===== src/rtl/serializador_matriz_pkg.sv =====
// -----------------------------------------------------------------------------
// serializador_matriz_pkg
// Definitions shared by the matrix serializer and the matrix arithmetic units:
//   - MATRIZ_5x5 range and INDICE(coluna,linha) macro for the flattened bus
//   - DIM, ELEM_W and the 200-bit matrix width
//   - state encoding of the serializer (OCIOSO=0, ENVIANDO=1)
//   - indice_plano(): flat element index of (coluna,linha)
// -----------------------------------------------------------------------------
`ifndef SERIALIZADOR_MATRIZ_DEFS
`define SERIALIZADOR_MATRIZ_DEFS
`define MATRIZ_5x5 199:0
`define INDICE(coluna, linha) ((linha) + 5 * (coluna))
`endif

package serializador_matriz_pkg;

  localparam int DIM      = 5;                    // only 5 is supported
  localparam int ELEM_W   = 8;                    // two's complement element
  localparam int MATRIZ_W = DIM * DIM * ELEM_W;   // 200-bit flattened matrix
  localparam int IDX_W    = 3;                    // holds 0..DIM-1
  localparam int FLAT_W   = 5;                    // holds 0..DIM*DIM-1
  localparam int BIT_W    = 8;                    // holds bit offsets 0..192

  typedef enum logic {
    OCIOSO   = 1'b0,
    ENVIANDO = 1'b1
  } estado_t;

  // Element (coluna,linha) lives at flat index linha + DIM*coluna.
  function automatic logic [FLAT_W-1:0] indice_plano(
    input logic [IDX_W-1:0] coluna,
    input logic [IDX_W-1:0] linha
  );
    return FLAT_W'(linha) + FLAT_W'(DIM) * FLAT_W'(coluna);
  endfunction

endpackage


===== src/rtl/serializador_matriz_contador.sv =====
// -----------------------------------------------------------------------------
// contador_indice_matriz
// 2-D column/row counter walking a DIM x DIM matrix with linha as the inner
// loop and coluna as the outer loop.
// Ports:
//   clock, reset    rising-edge clock, asynchronous active-high reset
//   habilitar       advance one position
//   limpar          return to (0,0); wins over habilitar
//   coluna, linha   current position
//   fim             high at the final position (DIM-1, DIM-1)
// -----------------------------------------------------------------------------
module contador_indice_matriz
  import serializador_matriz_pkg::*;
(
  input  logic             clock,
  input  logic             reset,
  input  logic             habilitar,
  input  logic             limpar,
  output logic [IDX_W-1:0] coluna,
  output logic [IDX_W-1:0] linha,
  output logic             fim
);

  localparam logic [IDX_W-1:0] ULTIMO_IDX = IDX_W'(DIM - 1);

  logic [IDX_W-1:0] r_coluna;
  logic [IDX_W-1:0] r_linha;

  // NOTE: sequential state is always assigned with <= so every register
  // samples the values from before the edge, independent of statement order.
  always_ff @(posedge clock or posedge reset) begin
    if (reset) begin
      r_coluna <= '0;
      r_linha  <= '0;
    end else if (limpar) begin
      r_coluna <= '0;
      r_linha  <= '0;
    end else if (habilitar) begin
      if (r_linha == ULTIMO_IDX) begin
        r_linha  <= '0;
        r_coluna <= r_coluna + 1'b1;
      end else begin
        r_linha <= r_linha + 1'b1;
      end
    end
  end

  assign coluna = r_coluna;
  assign linha  = r_linha;
  assign fim    = (r_coluna == ULTIMO_IDX) && (r_linha == ULTIMO_IDX);

endmodule


===== src/rtl/serializador_matriz.sv =====
// -----------------------------------------------------------------------------
// serializador_matriz
// Captures one flattened 5x5 signed 8-bit matrix through a valid/ready
// handshake and streams it out one element per beat, coluna outer loop,
// linha inner loop, with the indices and a last-element flag on every beat.
// Ports:
//   clock, reset     rising-edge clock, asynchronous active-high reset
//   matriz_entrada   flattened matrix, element (c,l) at [8*(l+5*c) +: 8]
//   entrada_valida   matriz_entrada is valid
//   entrada_pronta   block can accept a matrix (combinational from
//                    saida_pronta on the last beat for back-to-back capture)
//   cancelar         synchronous abort of the transfer in progress
//   elemento_saida   signed element of the current beat
//   coluna_saida     column index of the current beat
//   linha_saida      row index of the current beat
//   ultimo_saida     high on the (4,4) beat
//   saida_valida     beat valid
//   saida_pronta     downstream accepts the beat
// -----------------------------------------------------------------------------
module serializador_matriz
  import serializador_matriz_pkg::*;
(
  input  logic                     clock,
  input  logic                     reset,
  input  logic [MATRIZ_W-1:0]      matriz_entrada,
  input  logic                     entrada_valida,
  output logic                     entrada_pronta,
  input  logic                     cancelar,
  output logic signed [ELEM_W-1:0] elemento_saida,
  output logic [IDX_W-1:0]         coluna_saida,
  output logic [IDX_W-1:0]         linha_saida,
  output logic                     ultimo_saida,
  output logic                     saida_valida,
  input  logic                     saida_pronta
);

  estado_t             r_estado;
  estado_t             w_prox_estado;
  logic [MATRIZ_W-1:0] r_matriz;

  logic                w_captura;
  logic                w_limpar;
  logic                w_habilitar;
  logic                w_transfer;
  logic                w_fim;
  logic [IDX_W-1:0]    w_coluna;
  logic [IDX_W-1:0]    w_linha;
  logic [FLAT_W-1:0]   w_indice;
  logic [BIT_W-1:0]    w_base_bit;

  contador_indice_matriz u_contador (
    .clock     (clock),
    .reset     (reset),
    .habilitar (w_habilitar),
    .limpar    (w_limpar),
    .coluna    (w_coluna),
    .linha     (w_linha),
    .fim       (w_fim)
  );

  assign w_transfer = (r_estado == ENVIANDO) && saida_pronta;

  // NOTE: every signal written here gets a default first, so no path through
  // the case leaves one unassigned and no latch is inferred.
  always_comb begin
    w_prox_estado = r_estado;
    w_captura     = 1'b0;
    w_limpar      = 1'b0;
    w_habilitar   = 1'b0;
    unique case (r_estado)
      OCIOSO: begin
        // cancelar is meaningless with nothing in flight
        if (entrada_valida) begin
          w_captura     = 1'b1;
          w_limpar      = 1'b1;
          w_prox_estado = ENVIANDO;
        end
      end
      ENVIANDO: begin
        if (cancelar) begin
          // abort beats both the pending beat and a back-to-back capture
          w_limpar      = 1'b1;
          w_prox_estado = OCIOSO;
        end else if (w_transfer) begin
          if (w_fim) begin
            w_limpar = 1'b1;
            if (entrada_valida) begin
              w_captura = 1'b1;      // zero-bubble start of the next matrix
            end else begin
              w_prox_estado = OCIOSO;
            end
          end else begin
            w_habilitar = 1'b1;
          end
        end
      end
      default: begin
        w_limpar      = 1'b1;
        w_prox_estado = OCIOSO;
      end
    endcase
  end

  always_ff @(posedge clock or posedge reset) begin
    if (reset) begin
      r_estado <= OCIOSO;
    end else begin
      r_estado <= w_prox_estado;
    end
  end

  // NOTE: the capture register is a wide data store, yet it is cleared on
  // reset because the element output must read 0 straight out of reset.
  always_ff @(posedge clock or posedge reset) begin
    if (reset) begin
      r_matriz <= '0;
    end else if (w_captura) begin
      r_matriz <= matriz_entrada;
    end
  end

  assign w_indice   = indice_plano(w_coluna, w_linha);
  assign w_base_bit = BIT_W'(w_indice) * BIT_W'(ELEM_W);

  // ready is held low during reset even though the state already reads OCIOSO
  assign entrada_pronta = !reset &&
                          ((r_estado == OCIOSO) || (w_transfer && w_fim));

  assign saida_valida   = (r_estado == ENVIANDO);
  assign ultimo_saida   = (r_estado == ENVIANDO) && w_fim;
  assign elemento_saida = r_matriz[w_base_bit +: ELEM_W];
  assign coluna_saida   = w_coluna;
  assign linha_saida    = w_linha;

endmodule


===== config.mk =====
export PLATFORM = sky130hd
export DESIGN_NAME = serializador_matriz
export DESIGN_NICKNAME = d
export VERILOG_FILES = /design/src/rtl/serializador_matriz_pkg.sv /design/src/rtl/serializador_matriz_contador.sv /design/src/rtl/serializador_matriz.sv
export SDC_FILE = /design/constraint.sdc
export NUM_CORES = 1
export LEC_CHECK = 0
export CORE_ASPECT_RATIO = 0.75
export CORE_MARGIN = 2
export CORE_UTILIZATION = 55
export DETAILED_ROUTE_END_ITERATION = 10
export HOLD_SLACK_MARGIN = 0.12
export PLACE_DENSITY = 0.86
export RECOVER_POWER = 25
export SLEW_MARGIN = 10
export SYNTH_ARGS = -nofsm -noshare
export SYNTH_HDL_FRONTEND = slang
export SYNTH_SLANG_ARGS = --single-unit
export TNS_END_PERCENT = 30

===== constraint.sdc =====
create_clock -name clock -period 20.1 [get_ports clock]
set_input_delay 2.01 -clock clock [delete_from_list [all_inputs] [get_ports clock]]
set_output_delay 2.01 -clock clock [all_outputs]
set_load 0.01 [all_outputs]

Word-level counts from Yosys, hierarchy flattened
Cells that the tools add are included.
Storage, ports and cells
  flip-flop bits (word level): 207
  bits of input ports: 205
  logic and storage cells: 45
Operators by class
  add/subtract/negate cells: 3
  multipliers: 1
  equal/unequal tests: 2
  shift operators: 1
  muxes and demuxes: 23
  bitwise logic cells: 1
  reduce and logical (&&, ||, !) cells: 10
Operators with widths (number)
  variable part select 200 x 9 -> 8 bit: 1
  two-way mux 3 bit: 6
  two-way mux 1 bit: 14
  adder 3 x 1 -> 3 bit, second input constant: 2
  equality test 3 bit, second input constant: 2
  case mux 1 bit (2 select lines): 3
  adder 3 x 5 -> 5 bit: 1
  logical AND 1 bit: 5
  multiplier 3 x 3 -> 5 bit, first input constant: 1
  nonzero test 2 bit: 2
  AND reduction 2 bit: 1
  zero test 1 bit: 1
  logical OR 1 bit: 1
  NOT 1 bit: 1

Longest topological paths before layout
Gate-level depths: netlist (run 1).
  depth in word-level cells: 8
  mapped depth: 9

Modules after synthesis
A second synthesis (run 1) with hierarchy kept.
Unflattened totals
  cell total of the unflattened synthesis: 627
  area, all modules: 9713.1 µm²
Modules (own cells, without submodules)
  serializador_matriz: instances 1, cells an instance 592, area each 9360.2 µm², sequential area each 5029.8 µm²
  contador_indice_matriz: instances 1, cells an instance 35, area each 352.8 µm², sequential area each 150.1 µm²

Worst setup path before layout (run 1)
Ideal clock, no wire load.
  kind: flip-flop to output port
  start point: register u_contador.r_coluna[0] (netlist: u_contador.coluna[0])
  end point: output port elemento_saida[0]
  arrival: 2656 ps
  required time: 18090 ps
  path slack: 15434 ps
  cell stages (with the launch flop): 9
  buffers on the path: 1
  cells stage by stage: dfrtp_1 > ha_1 > ha_1 > fa_1 > clkbuf_1 > nor2_1 > a22oi_1 > a32oi_1 > mux2i_1
On the way
  word-level cells in the longest chain between the ends: 3
RTL lines
  start, declared: RTL line serializador_matriz_contador.sv:26  | logic [IDX_W-1:0] r_coluna;
  start signal, assigned: RTL line serializador_matriz_contador.sv:41  | r_coluna <= r_coluna + 1'b1;
  multiplier 3 x 3 -> 5 bit: RTL line serializador_matriz_pkg.sv:34  | return FLAT_W'(linha) + FLAT_W'(DIM) * FLAT_W'(coluna);
  adder 3 x 5 -> 5 bit: RTL line serializador_matriz_pkg.sv:34
  variable part select 200 x 9 -> 8 bit: RTL line serializador_matriz.sv:131  | assign elemento_saida = r_matriz[w_base_bit +: ELEM_W];
  end, declared: RTL line serializador_matriz.sv:29  | output logic signed [ELEM_W-1:0] elemento_saida,
No other way between the ends.

==> run metrics, run 1 <==
setup_tns=0 ns; Peak supply drop=0.0000696 V; Comb pwr share=0.266; Slew Limit Fails=129; initial core utilization=0.560; CTS Buf Count=22; vias in the first global route=6,948; gr usage total=0.248; total power=around 1.4 mW; largest net degree at the start of global routing=129; Max Cap Viol=1; clock sink total=between 200 and 250; commonest non-fill, non-tap cell in the layout=clkdlybuf4s50_1; clk_skew=~0.0042 ns; die extent in x=~170 um; Cells after Synth=630; Core ar.=around 19,000 sq um; I/O Pins=222; first-pass GRT wire length=around 40,000 um; Fin. Hold Viols=0; clk slew on worst S/H paths=0.06 ns; worst path cell trace=dlygate4sd3_1 -> clkinvlp_2 -> buf_4; Nets=1,059; post-CTS setup buffer count=0; area growth from synthesis to layout=26.0%; initial antenna violation count=1; vias=roughly 6,200; Tcrit/Tclk final=0.322; # hold bufs at CTS=0; Cell Area, Synth=10,800 sq um; Yosys reg bits=207; post-DP HPWL=18,000 um; Clock power frac=0.305; Reg-to-Reg End=r_matriz[122]$_DFFE_PP0P_; Final Critical Period=6.46 ns; clk_lat worst skew=0.50 ns; GPL Wtd Cong=~0.82; Post-CTS Resized=0; flop-to-flop setup slack=approximately 16 ns; Flop pwr share=0.429; dpl ws=13.94 ns; Syn. warnings=0; outcome=finished with violations; Setup CP Type=in -> async; Critical Path End Type=async pin; Worst-Margin Slew=5.52 ns; most frequent cells in the layout=clkdlybuf4s50_1, dfrtp_1, mux2_4, mux2i_1, mux4_2; delay-heaviest family, CP=buffers and inverters; Slew headroom=-2.70; hold path startpoint=r_matriz[118]$_DFFE_PP0P_; CTS tree=built; CP arrival=6.95 ns; CP max stage cell=clkinvlp_2; FF-to-FF path depth=8; residual DRC count=0; RSZ-0062 raised after global routing=false; Pre-antenna DRT Iters=4; share of cells above drive strength 1=0.340; P_leak=between 6 and 7 nW; Reg area=5180 sq um; failing checks=max-capacitance violations, max-slew violations; Via-to-Cell Ratio=5.60; # setup viols final=0; worst min-delay path endpoint=r_matriz[118]$_DFFE_PP0P_; Avg WL per Cell=23.2 um; multi-input logic area=5060 sq um; Internal Power=about 1.0 mW; Worst Hold Class=reg -> reg; grt ovf=0; total buffers and inverters traversed by the critical path=3; syn nets=848; switching power=0.352 mW; Filler cells=about 1,300; CTS Root Cell=clkbuf_16; synth unique cells=36; Seq/Total Area, Yosys=0.480; Max Root-Sink Buffers=3; Die Y=125 um; Routed WL=25,700 um; CP max stage delay=~3.0 ns; pwr dens=101 nW/um^2; Net Sw Frac=0.256; CP Data Required Time=20.58 ns; post-synthesis average cell area=roughly 17 sq um; port bufs=roughly 220; hold path depth=1; post-route ant nets=0; PnR worst setup slack=13.64 ns; row cnt=44; CP Max Fanout=128; htree depth=1; Max Fclk=155 MHz; RR Startpoint=u_contador.linha[0]$_DFFE_PP0P_; Starting DRT DRC Count=466; startpoint types=input pin; total die area=20,800 sq um; Diodes inserted=0
-- final cells by class --
type | count | share of cell area
Sequential cell | 207 | 0.381
Clock inverter | 8 | 0.00681
Timing Repair Buffer | 227 | 0.167
Inverter | 6 | 0.00175
Multi-Input combinational cell | 377 | 0.372
Tap cell | 253 | 0.0233
Clock buffer | 30 | 0.0479
-- worst reg2reg max path: cells and delay by family, from the launching register on --
family,cells,cell delay [ns]
and+or+nand+nor,2,0.51
muxes,1,0.40
AOI/OAI and AO/OA,1,0.51
adders and majority gates,1,0.26
buffers and inverters,3,2.02
DFF,1,0.47
-- per-layer routing --
layer / wire (um) / GRT usage / share of wire
met1: 11800 / 0.363 / 0.46
met2: 11800 / 0.387 / 0.46
met3: 1510 / 0.0560 / 0.059
met4: 531 / 0.0517 / 0.021
met5: 13 / 0 / 0.00051
-- sequential cells by signal, summed over array words and instances, names as in the netlist --
name / flops
r_matriz: 200
u_contador.coluna: 3
u_contador.linha: 3
saida_valida: 1
-- power by group through the flow --
stage                     combinational [mW]  clock [mW]  sequential (mW)
final                                  0.365       0.418            0.589
after global routing                   0.388       0.440            0.600
after CTS                              0.368       0.423            0.587
after detailed placement               0.365           0            0.591
after global placement                 0.353           0            0.582
after floorplan                        0.279           0            0.567
-- worst max-delay path by stage --
stage | startpoint | end | slack [ns] | cells past startpoint
floorplan | reset | r_matriz[0]$_DFFE_PP0P_ | 12.44 | 1
global placement | cancelar | r_matriz[110]$_DFFE_PP0P_ | 14.06 | 6
detailed placement | cancelar | r_matriz[122]$_DFFE_PP0P_ | 13.94 | 6
CTS | u_contador.coluna[0]$_DFFE_PP0P_ | elemento_saida[3] | 13.84 | 8
global route | reset | r_matriz[84]$_DFFE_PP0P_ | 12.62 | 3
finish | reset | r_matriz[3]$_DFFE_PP0P_ | 13.64 | 3
-- kinds of logic after synthesis --
group / after synthesis / share of synthesized area
adder cells (fa/ha/maj): 13 / 0.0158
AND/OR/NAND/NOR: 23 / 0.0122
multiplexers: 298 / 0.407
flip-flops: 207 / 0.480
buffers and inverters: 46 / 0.0525
XOR/XNOR: 6 / 0.00730
AO/OA/AOI/OAI: 37 / 0.0252
-- cell usage after synthesis (all sizes together) --
library cell  instances  share of area
and3b                 1         0.0012
a21oi                 9         0.0042
a32oi                 8         0.0065
nor3                  2        0.00093
a22oi                16          0.011
o21ai                 2         0.0020
nor2b                 2         0.0012
a21o                  1        0.00070
mux4                 32          0.067
buf                  36          0.049
xnor2                 4         0.0039
ha                   12          0.014
nor2                  8         0.0028
o31ai                 1        0.00070
inv                   6         0.0021
and2                  2         0.0013
mux2                208           0.29
nand3                 1        0.00046
nand2                 3         0.0010
nor4                  1         0.0012
mux2i                58          0.054
xor2                  2         0.0034
clkbuf                4         0.0014
fa                    1         0.0019
nand3b                2         0.0014
dfrtp               207           0.48
and4                  1        0.00081
-- per-stage QoR --
stage / util / hold WS, ns / area, sq um / cells
6_report: 0.706 / 0.509 / 13600 / 1108
2_1_floorplan: - / 0.476 / 10800 / 630
5_1_grt: 0.706 / 0.523 / 13600 / 1108
3_3_place_gp: 0.666 / 0.488 / 12800 / 1069
3_5_place_dp: 0.666 / 0.489 / 12800 / 1069
4_1_cts: 0.705 / 0.508 / 13600 / 1107
(Power assumes the default switching activity.)
==> run 2: changes to the inputs <==
CORE_UTILIZATION = 47   (was 55)
PLACE_DENSITY = 0.78   (was 0.86)
clock period = 5.8 ns   (was 20.1 ns; I/O delays follow)
==> run metrics, run 2 (synthesis gave the netlist of run 1 again) <==
Clock power frac=0.308 (+0.003); Avg WL per Cell=22.9 um (-1.0%); P_leak=6.11 nW (+0.22%); Fin. Hold Viols=0 (unchanged); Setup CP Type=reg -> out; Die Y=135 um (+7.9%); fin cells=1,152 (+4.0%); # setup viols final=0 (unchanged); final instance area=13,700 sq um (+0.57%); Max Cap Viol=1 (unchanged); first-pass GRT wire length=40,200 um (-0.58%); die extent in x=179 um (+8.0%); initial core utilization=0.484 (-0.0759); cell mode on critical path=ha_1; CP Data Required Time=5.22 ns (-15.36 ns); vias in the first global route=6,579 (-5.3%); Slew Limit Fails=120 (-7.0%); Slew headroom=-0.975 (+1.72); worst path cell trace=ha_1 -> ha_1 -> fa_1 -> nor2_1 -> a22oi_1 -> a32oi_1 -> mux2i_1 -> clkdlybuf4s50_1; Nets=1,061 (+0.19%); crit path launch=u_contador.coluna[0]$_DFFE_PP0P_; dpl cells=1,114 (+4.2%); commonest non-fill, non-tap cell in the layout=clkdlybuf4s50_1; Flop pwr share=0.433 (+0.004); most frequent cells in the layout=clkdlybuf4s50_1, dfrtp_1, mux2_4, mux2i_1, mux4_2; Worst-Margin Slew=2.96 ns (-2.56 ns); row cnt=47 (+6.8%); hold path startpoint=r_matriz[116]$_DFFE_PP0P_; Via-to-Cell Ratio=5.32 (-5.0%); I/O Pins=222 (unchanged); Filler cells=1,654 (+32%); Net Sw Frac=0.257 (+0.00112); post-route ant nets=0 (unchanged); Tcrit/Tclk final=0.813; Worst Hold Class=reg -> reg; total die area=24,200 sq um (+17%); failing checks=max-capacitance violations, max-slew violations; Max Fclk=212 MHz; Critical Path End Type=primary output; CTS tree=built; port bufs=221 (unchanged); number of flip-flops in the largest register=200 (unchanged); clk_skew=0.0132 ns (+0.00903 ns); htree depth=1 (unchanged); Routed WL=26,400 um (+2.9%); CTS Root Cell=clkbuf_16; Max Root-Sink Buffers=3 (unchanged); CTS Buf Count=21 (-4.5%); area growth from synthesis to layout=26.8%; CP max stage delay=0.87 ns (-2.16 ns); Pre-antenna DRT Iters=4 (unchanged); post-DP HPWL=19,100 um (+6.4%); residual DRC count=0 (unchanged); RR Startpoint=u_contador.linha[0]$_DFFE_PP0P_; Core ar.=22,300 sq um (+16%); GPL Wtd Cong=0.841 (+2.3%); setup_tns=0 ns (unchanged); # hold bufs at CTS=0 (unchanged); initial antenna violation count=1 (unchanged); switching power=1.23 mW (+250%); Internal Power=3.56 mW (+250%); Post-CTS Resized=0 (unchanged); Comb pwr share=0.259 (-0.007); clk slew on worst S/H paths=0.06 ns (about the same); Final Critical Period=between 4 and 5 ns; gr usage total=0.221 (-0.0277); clk_lat worst skew=0.49 ns (about the same); CP Max Fanout=13 (-90%); Area after DPL=13,000 sq um (+0.90%); Top reg by flops=r_matriz; vias=6,128 (-1.3%); Starting DRT DRC Count=398 (-15%); grt ovf=0 (unchanged); share of cells above drive strength 1=0.342 (+0.00154); CP arrival=4.14 ns (-2.81 ns); outcome=finished with violations; CP max stage cell=fa_1; Peak supply drop=0.000186 V (+170%); clock sink total=207 (unchanged); RSZ-0062 raised after global routing=false; pwr dens=351 nW/um^2 (+250%); largest net degree at the start of global routing=120 (-7.0%); startpoint types=register; post-CTS setup buffer count=0 (unchanged)
-- run 2: changes by cell type in the layout (fill, tap and decap cells not counted), sizes merged --
cell and change:
buf +2, bufinv +3, clkbuf -5, clkdlybuf4s50 +1
clkinv +1, diode +1, dlygate4sd3 -1, inv +1
-- run 2: worst max-delay path, delay by kind of cell, from the launching register on --
kind | cells | cell delay [ns]
AO/OA/AOI/OAI | 2 | 0.57
buffers and inverters | 1 | 0.59
flip-flops | 1 | 0.45
AND/OR/NAND/NOR | 1 | 0.30
adder cells (fa/ha/maj) | 3 | 1.53
multiplexers | 1 | 0.20
-- run 2: stage by stage --
step | setup WS, ns | utilization | hold WS, ns | power, mW
3_5_place_dp | 1.60 | 0.581 | 0.490 | 3.33
3_3_place_gp | 1.65 | 0.581 | 0.486 | 3.32
6_report | 1.08 | 0.614 | 0.505 | 4.80
4_1_cts | 1.06 | 0.614 | 0.435 | 4.84
2_1_floorplan | 2.53 | - | 0.476 | 2.93
5_1_grt | 0.874 | 0.614 | 0.516 | 5.00
-- run 2: power groups by stage --
stage | logic (mW) | registers [mW] | clock network (mW)
floorplan | 0.967 | 1.96 | 0
finish | 1.24 | 2.08 | 1.47
global route | 1.33 | 2.11 | 1.57
CTS | 1.26 | 2.07 | 1.51
global placement | 1.23 | 2.09 | 0
detailed placement | 1.25 | 2.09 | 0
-- run 2: final timing paths --
path	cells after the start	to	slack (ns)
max	8	elemento_saida[3]	1.08
max in group asynchronous	3	r_matriz[185]$_DFFE_PP0P_	1.87
max reg2reg	7	r_matriz[100]$_DFFE_PP0P_	2.62
min reg2reg	1	r_matriz[116]$_DFFE_PP0P_	0.50
min	1	r_matriz[116]$_DFFE_PP0P_	0.50
min in group asynchronous	2	saida_valida$_DFF_PP0_	0.63
-- run 2: layout make-up --
type	count	area [sq um]	share of cell area
multi-input combinational	377	5060	0.370
sequential	207	5180	0.379
timing repair buffer	230	2300	0.168
tap	294	368	0.0269
antenna	1	2.50	0.000183
inverter	6	23.8	0.00174
clock buffer	24	547	0.0400
clock inverter	13	196	0.0144
-- run 2: layer usage --
layer  vias to the layer above  GRT usage  routed length [um]
met5                         -          0                   0
met4                         0     0.0375                 388
met3                        24     0.0508                1880
met2                       184      0.322               11600
met1                      3149      0.340               12600
li1                       2771          -                   -
==> run 3: changes to the inputs <==
clock period = 4.2 ns   (was 5.8 ns; I/O delays follow)
==> run metrics, run 3 (synthesis gave the netlist of run 1 again) <==
port bufs=221 (unchanged); Die Y=135 um (unchanged); setup_tns=0 ns (unchanged); vias in the first global route=6,540 (-0.59%); Routed WL=25,800 um (-2.1%); Setup CP Type=reg -> out; dpl ws=0.353 ns (-1.25 ns); CP max stage delay=0.57 ns (-0.30 ns); row cnt=47 (unchanged); grt ovf=0 (unchanged); GRT met2 Usage=0.309 (-0.0130); post-route ant nets=0 (unchanged); flop-to-flop setup slack=1.42 ns (-1.20 ns); CP Max Fanout=8 (-5); gr usage total=0.214 (-0.00673); die extent in x=179 um (unchanged); outcome=finished with violations; CP Data Required Time=3.78 ns (-1.44 ns); residual DRC count=0 (unchanged); clk slew on worst S/H paths=0.06 ns (about the same); PnR worst setup slack=0.121 ns (-0.962 ns); Nets=1,067 (+0.57%); clock sink total=207 (unchanged); most frequent cells in the layout=clkdlybuf4s50_1, dfrtp_1, mux2_4, mux2i_1, mux4_2; Worst-Margin Slew=1.94 ns (-1.02 ns); Reg area=5180 sq um (unchanged); commonest non-fill, non-tap cell in the layout=clkdlybuf4s50_1; Critical Path End Type=primary output; startpoint types=register; first-pass GRT wire length=39,100 um (-2.7%); Slew Limit Fails=212 (+77%); Worst Hold Class=reg -> reg; RR Startpoint=u_contador.linha[0]$_DFFE_PP0P_; share of cells above drive strength 1=0.356 (+0.0142); met1 GRT Util=0.327 (-0.0133); initial antenna violation count=1 (unchanged); GPL Wtd Cong=0.863 (+2.6%); Fin. Hold Viols=0 (unchanged); Core ar.=22,300 sq um (unchanged); delay-heaviest family, CP=adder cells; pwr dens=477 nW/um^2 (+36%); Tcrit/Tclk final=0.971; Final Critical Period=4.08 ns; Top reg by flops=r_matriz; Via-to-Cell Ratio=5.25 (-1.4%); Avg WL per Cell=22.3 um (-2.9%); Peak supply drop=0.000292 V (+57%); total die area=24,200 sq um (unchanged); post-DP HPWL=18,300 um (-4.5%); area growth from synthesis to layout=28.1%; hold path startpoint=r_matriz[95]$_DFFE_PP0P_; P_leak=6.15 nW (+0.81%); Max Fclk=245 MHz; vias=6,090 (-0.62%); FF-to-FF path depth=7 (unchanged); cell mode on critical path=ha_1; number of flip-flops in the largest register=200 (unchanged); I/O Pins=222 (unchanged); Pre-antenna DRT Iters=4 (unchanged); total buffers and inverters traversed by the critical path=1 (unchanged); # setup viols final=0 (unchanged); Filler cells=1,671 (+1.0%); met3 usage=0.0533 (+0.00253); RSZ-0062 raised after global routing=false; initial core utilization=0.484 (unchanged); clk_lat worst skew=0.50 ns (about the same); Starting DRT DRC Count=324 (-19%); Max Root-Sink Buffers=3 (unchanged); multi-input logic area=5100 sq um (+0.84%); hold path depth=1 (unchanged); CTS tree=built; worst path cell trace=ha_1 -> ha_1 -> fa_2 -> and2_4 -> a22oi_1 -> a32oi_1 -> mux2i_1 -> clkdlybuf4s50_1; CTS Buf Count=22 (+4.8%); htree depth=1 (unchanged); most used routing layer=met1; failing checks=max-capacitance violations, max-slew violations; CP max stage cell=clkdlybuf4s50_1; Slew headroom=-0.294 (+0.681); Reg-to-Reg End=r_matriz[118]$_DFFE_PP0P_; # hold bufs at CTS=0 (unchanged); worst min-delay path endpoint=r_matriz[95]$_DFFE_PP0P_; CTS Root Cell=clkbuf_16; largest net degree at the start of global routing=113 (-5.8%); clk_skew=0.00651 ns (-0.00671 ns); CP arrival=3.66 ns (-0.48 ns); Max Cap Viol=3 (+2)
==> run 3: stage by stage <==
stage / power [mW] / utilization / hold WS, ns / instances / instance area [sq um]
after floorplan: 4.05 / - / 0.476 / 630 / 10800
after global placement: 4.56 / 0.584 / 0.486 / 1116 / 13000
after detailed placement: 4.59 / 0.584 / 0.489 / 1116 / 13000
after CTS: 6.65 / 0.621 / 0.482 / 1159 / 13800
after global routing: 6.89 / 0.620 / 0.511 / 1159 / 13800
final: 6.60 / 0.620 / 0.505 / 1161 / 13800
==> run 3: power by group <==
part	switching, mW	internal [mW]
clock	0.797	1.23
combinational	0.594	1.19
sequential	0.296	2.50
total	1.69	4.91
==> run 3: layout make-up <==
type,instances,share of cell area
Sequential cell,207,0.375
Multi-Input combinational cell,377,0.369
Timing Repair Buffer,235,0.173
Clock buffer,33,0.0487
Tap cell,294,0.0266
Clock inverter,7,0.00633
Inverter,6,0.00172
Antenna cell,2,0.000362
==> run 3: repair_timing <==
action                     in CTS  in global routing
setup endpoints to repair       8                  8
buffers inserted                3                  0
pin swaps                       1                  0
resized for setup               5                  7
==> run 3: metal layers <==
metal	vias up	part of all wire
li1	2780	-
met1	3084	0.47
met2	191	0.44
met3	35	0.071
met4	0	0.018
met5	-	0
==> run 3: how the worst max path moves through the flow <==
stage                                     start                 endpoint  slack, ns  cells after the start
6_report       u_contador.coluna[0]$_DFFE_PP0P_        elemento_saida[7]       0.12                      8
4_1_cts        u_contador.coluna[0]$_DFFE_PP0P_        elemento_saida[1]       0.01                      8
5_1_grt        u_contador.coluna[1]$_DFFE_PP0P_        elemento_saida[6]       0.04                      8
3_3_place_gp   u_contador.coluna[0]$_DFFE_PP0P_        elemento_saida[0]       0.45                      8
2_1_floorplan                             reset  r_matriz[0]$_DFFE_PP0P_       1.09                      1
3_5_place_dp   u_contador.coluna[0]$_DFFE_PP0P_        elemento_saida[7]       0.35                      8
